`src/rtl/loop_cnt_nd.sv`:
```
// loop_cnt_nd: chained nested-loop counter with start/busy/done handshake.
// Level 0 is innermost; each level rolls over at its latched end number.
module loop_cnt_nd #(
    parameter int NUM_LEVELS         = 3,
    parameter int BITS_OF_END_NUMBER = 16,
    parameter int ITER_BITS          = NUM_LEVELS * BITS_OF_END_NUMBER
) (
    input  logic                                 clk,
    input  logic                                 reset,
    input  logic                                 start,
    input  logic                                 enable,
    input  logic                                 clear,
    input  logic                                 mode,
    input  logic [NUM_LEVELS*BITS_OF_END_NUMBER-1:0] final_numbers,
    output logic [NUM_LEVELS*BITS_OF_END_NUMBER-1:0] cnt_q,
    output logic [NUM_LEVELS-1:0]                level_last,
    output logic [ITER_BITS-1:0]                 iter_q,
    output logic                                 busy,
    output logic                                 done
);

    localparam int NL = NUM_LEVELS;
    localparam int W  = BITS_OF_END_NUMBER;

    localparam logic [0:0] S_IDLE = 1'b0;
    localparam logic [0:0] S_RUN  = 1'b1;

    logic [0:0]           r_state;
    logic                 r_mode;
    logic                 r_done;
    logic [NL*W-1:0]      r_fin;
    logic [NL*W-1:0]      r_cnt;
    logic [ITER_BITS-1:0] r_iter;

    logic [W-1:0]         w_end [NL];
    logic [NL-1:0]        w_last;
    logic [NL-1:0]        w_carry;
    logic [NL*W-1:0]      w_cnt_nxt;
    logic [ITER_BITS-1:0] w_total;
    logic                 w_step;
    logic                 w_sweep_end;

    assign w_step      = (r_state == S_RUN) & enable & ~clear;
    assign w_sweep_end = w_step & (&w_last);

    genvar k;
    generate
        for (k = 0; k < NL; k++) begin : g_lvl
            logic [W-1:0] w_fin_k;
            logic [W-1:0] w_cnt_k;

            assign w_fin_k  = r_fin[k*W +: W];
            assign w_cnt_k  = r_cnt[k*W +: W];
            // A zero end number behaves as a single-value loop.
            assign w_end[k] = (w_fin_k == '0) ? W'(1) : w_fin_k;
            assign w_last[k] = (w_cnt_k == w_end[k] - W'(1));

            if (k == 0) begin : g_c0
                assign w_carry[k] = w_step;
            end else begin : g_cn
                assign w_carry[k] = w_step & (&w_last[k-1:0]);
            end

            assign w_cnt_nxt[k*W +: W] =
                !w_carry[k] ? w_cnt_k :
                w_last[k]   ? '0      :
                              w_cnt_k + W'(1);
        end
    endgenerate

    always_comb begin
        w_total = ITER_BITS'(1);
        for (int i = 0; i < NL; i++) begin
            w_total = w_total * ITER_BITS'(w_end[i]);
        end
    end

    always_ff @(posedge clk or posedge reset) begin
        if (reset) begin
            r_state <= S_IDLE;
            r_mode  <= 1'b0;
            r_done  <= 1'b0;
            r_fin   <= '0;
            r_cnt   <= '0;
            r_iter  <= '0;
        end else begin
            r_done <= 1'b0;
            if (clear) begin
                r_state <= S_IDLE;
                r_cnt   <= '0;
                r_iter  <= '0;
            end else if (r_state == S_IDLE) begin
                if (start) begin
                    r_fin   <= final_numbers;
                    r_mode  <= mode;
                    r_cnt   <= '0;
                    r_iter  <= '0;
                    r_state <= S_RUN;
                end
            end else if (w_step) begin
                if (w_sweep_end) begin
                    r_cnt  <= '0;
                    r_done <= 1'b1;
                    if (r_mode) begin
                        r_iter <= '0;
                    end else begin
                        r_iter  <= w_total;
                        r_state <= S_IDLE;
                    end
                end else begin
                    r_cnt  <= w_cnt_nxt;
                    r_iter <= r_iter + ITER_BITS'(1);
                end
            end
        end
    end

    assign cnt_q      = r_cnt;
    assign level_last = w_last;
    assign iter_q     = r_iter;
    assign busy       = (r_state == S_RUN);
    assign done       = r_done;

endmodule
```
`config.mk`:
```
export PLATFORM = sky130hd
export DESIGN_NAME = loop_cnt_nd
export DESIGN_NICKNAME = d
export VERILOG_FILES = /design/src/rtl/loop_cnt_nd.sv
export SDC_FILE = /design/constraint.sdc
export NUM_CORES = 2
export LEC_CHECK = 0
export ABC_AREA = 1
export BUFFER_PORTS_ARGS = -buffer_cell sky130_fd_sc_hd__buf_2
export CORE_MARGIN = 4
export CORE_UTILIZATION = 66
export DETAILED_ROUTE_END_ITERATION = 10
export PLACE_DENSITY = 0.91
export SYNTH_ARGS = -nofsm -noshare
export SYNTH_HDL_FRONTEND = slang
export SYNTH_SLANG_ARGS = --single-unit
export TNS_END_PERCENT = 20
```
`constraint.sdc`:
```
create_clock -name clk -period 17.2 [get_ports clk]
set_input_delay 0.86 -clock clk [delete_from_list [all_inputs] [get_ports clk]]
set_output_delay 0.86 -clock clk [all_outputs]
set_load 0.02 [all_outputs]
```
==> reports/qor.csv <==
metric;value;unit
Max Cap Viol;0;
fin cells;5855;
Clock H-tree levels;4;
FF+latch count, synth;147;
NumNets Final;5991;
DIE AREA;0.0598;mm2
fmax;0.0787;GHz
Placer Congestion;1.02;
Synth cell types;56;
antenna-violating nets left;0;
post-synthesis net count;5990;
share of the synthesized area in the top cell type;0.332;
FF-to-FF Start;r_fin[13];
postcts setup bufs;0;
Slew @ Worst Pin;1.18;ns
clock sink count;147;
crit path max-delay cell type;dfrtp_1;
largest net degree at the start of global routing;86;
post-cts hold buffer count;0;
Syn Inst Count;5093;
Cells after DPL;5823;
TNS Setup;0;ns
I/O Buffers;154;
fill cell count;4515;
Seq/Total Area, Yosys;0.0996;
async set-reset flop share out of synthesis;1.00;
clk_lat worst skew;0.50;ns
Final Max Tran Viols;0;
Ant. Diodes;0;
clk slew on worst S/H paths;0.08;ns
CP arrival;13.13;ns
gr usage total;0.403;
Post-route DRC;0;
RSZ-0062 raised after global routing;false;
WP data required;17.63;ns
final setup vio count;0;
initial DRC count;3967;
Critical Path Fanout Max;20;
core area;0.0552;mm2
Hold WC Path Type;primary input to asynchronous set/reset pin;
CTS root buffer;clkbuf_16;
Critical Path End;iter_q[43];
Post-CTS Resized;0;
Ys Warns;0;
Worst Setup Start Kind;register;
Final Hold Viols;0;
Mean Syn Cell Area;7.25;um2
Final min period;12.70;ns
first-pass GRT wire length;188;mm
final critical-path share of the clock period;0.738;
Layout area overhead;4.34;%
worst setup path class;register to register;
synthesized area;0.0369;mm2
Max-slew headroom;0.211;
TritonCTS clock tree;done;
router iterations before antenna repair;8;
Post-synth EDFFs;0;
vias in the first global route;34900;
most used cell, CP;inv_1;
Rows;86;
Initial Util;0.669;
Reg2Reg Setup Slack;4.50;ns
hold slack;0.500;ns
crit path capture type;register;
clk_skew;0.0192;ns
Congestion Overflow GR;0;
vias;34287;
drt wl/cell;20.3;um
synth top area cells;fa_1, nand2_1, inv_1, dfrtp_1, ha_1;
vias per cell;5.86;
initial antenna violation count;4;
area leader, netlist;fa_1;
CP max stage delay;0.91;ns
Num CTS Buffers;17;
share of layout cells above drive strength 1;0.0707;
die height;245;um
Die X;245;um
Detailed Route WL;119;mm
HPWL Detailed;96.6;mm
R2R Path End;iter_q[43];
Critical Path Start;r_fin[13];
IO Pins;155;
predominant post-synthesis flop cell;dfrtp_1;
status;complete, no violations;
R2R cell count;54;
Post-synth top cells;nand2_1, inv_1, fa_1;
clock buffer depth;2;
count leader, synth;nand2_1;
-- state kept, by name, summed over array words and instances, names as in the netlist --
signal  count
cnt_q      48
iter_q     48
r_fin      48
busy        1
done        1
r_mode      1
-- layout make-up --
class	count	area, um2	area share
Timing Repair Buffer	187	1020	0.0264
Clock inverter	15	141	0.00367
Multi-Input combinational cell	3555	27900	0.723
Tap cell	748	936	0.0243
Inverter	1186	4460	0.116
Sequential cell	147	3680	0.0955
Clock buffer	17	425	0.0110
-- worst max-delay path: cells and delay by family (launching register included) --
kind	cells	cell delay, ns
compound gates	5	0.93
fa+ha+maj	14	6.09
buf+inv	13	1.08
flops	1	0.91
simple gates	22	3.62
-- worst min-delay path by stage --
stage / startpoint / endpoint / slack, ns / depth (start not counted)
final: reset / cnt_q[31] / 0.50 / 2
after global routing: r_mode / busy / 0.57 / 2
after CTS: r_mode / busy / 0.54 / 2
after detailed placement: r_mode / busy / 0.52 / 2
after global placement: r_mode / busy / 0.50 / 2
after floorplan: r_mode / busy / 0.46 / 2
-- cells by family after synthesis --
group / Yosys count / synth area share
buffers and inverters: 1391 / 0.146
AND/OR/NAND/NOR: 2259 / 0.264
AO/OA/AOI/OAI: 313 / 0.0461
adder cells (fa/ha/maj): 843 / 0.410
flip-flops: 147 / 0.0996
multiplexers: 7 / 0.00213
XOR/XNOR: 133 / 0.0323
-- per-layer routing --
| metal | vias to the layer above | track usage | share of wire |
|---|---|---|---|
| li1 | 15136 | - | - |
| met1 | 16267 | 0.497 | 0.36 |
| met2 | 2299 | 0.643 | 0.45 |
| met3 | 577 | 0.126 | 0.13 |
| met4 | 8 | 0.205 | 0.066 |
| met5 | - | 0 | 0.00045 |
-- layout by cell type (no fill, tap or decap), drive strengths merged, types with 16 or more instances in the layout --
master / count
xnor2: 39
nand4: 111
nor2: 500
buf: 187
xor2: 93
o21bai: 19
dfrtp: 147
clkbuf: 17
nor4: 16
o21ai: 118
inv: 1189
a21oi: 140
nand2: 1260
ha: 231
nand3: 250
or2: 64
nor3: 37
fa: 612
-- metrics by stage --
stage / area [um2] / util / worst slack, ns
after floorplan: 36900 / - / 6.61
after global placement: 38000 / 0.688 / 5.03
after detailed placement: 38000 / 0.688 / 4.79
after CTS: 38500 / 0.698 / 4.74
after global routing: 38500 / 0.698 / 3.79
final: 38500 / 0.698 / 4.50
Power is left out: the tool's default activity adds up to more than one toggle a clock period on the data nets, which glitch-free logic cannot reach.
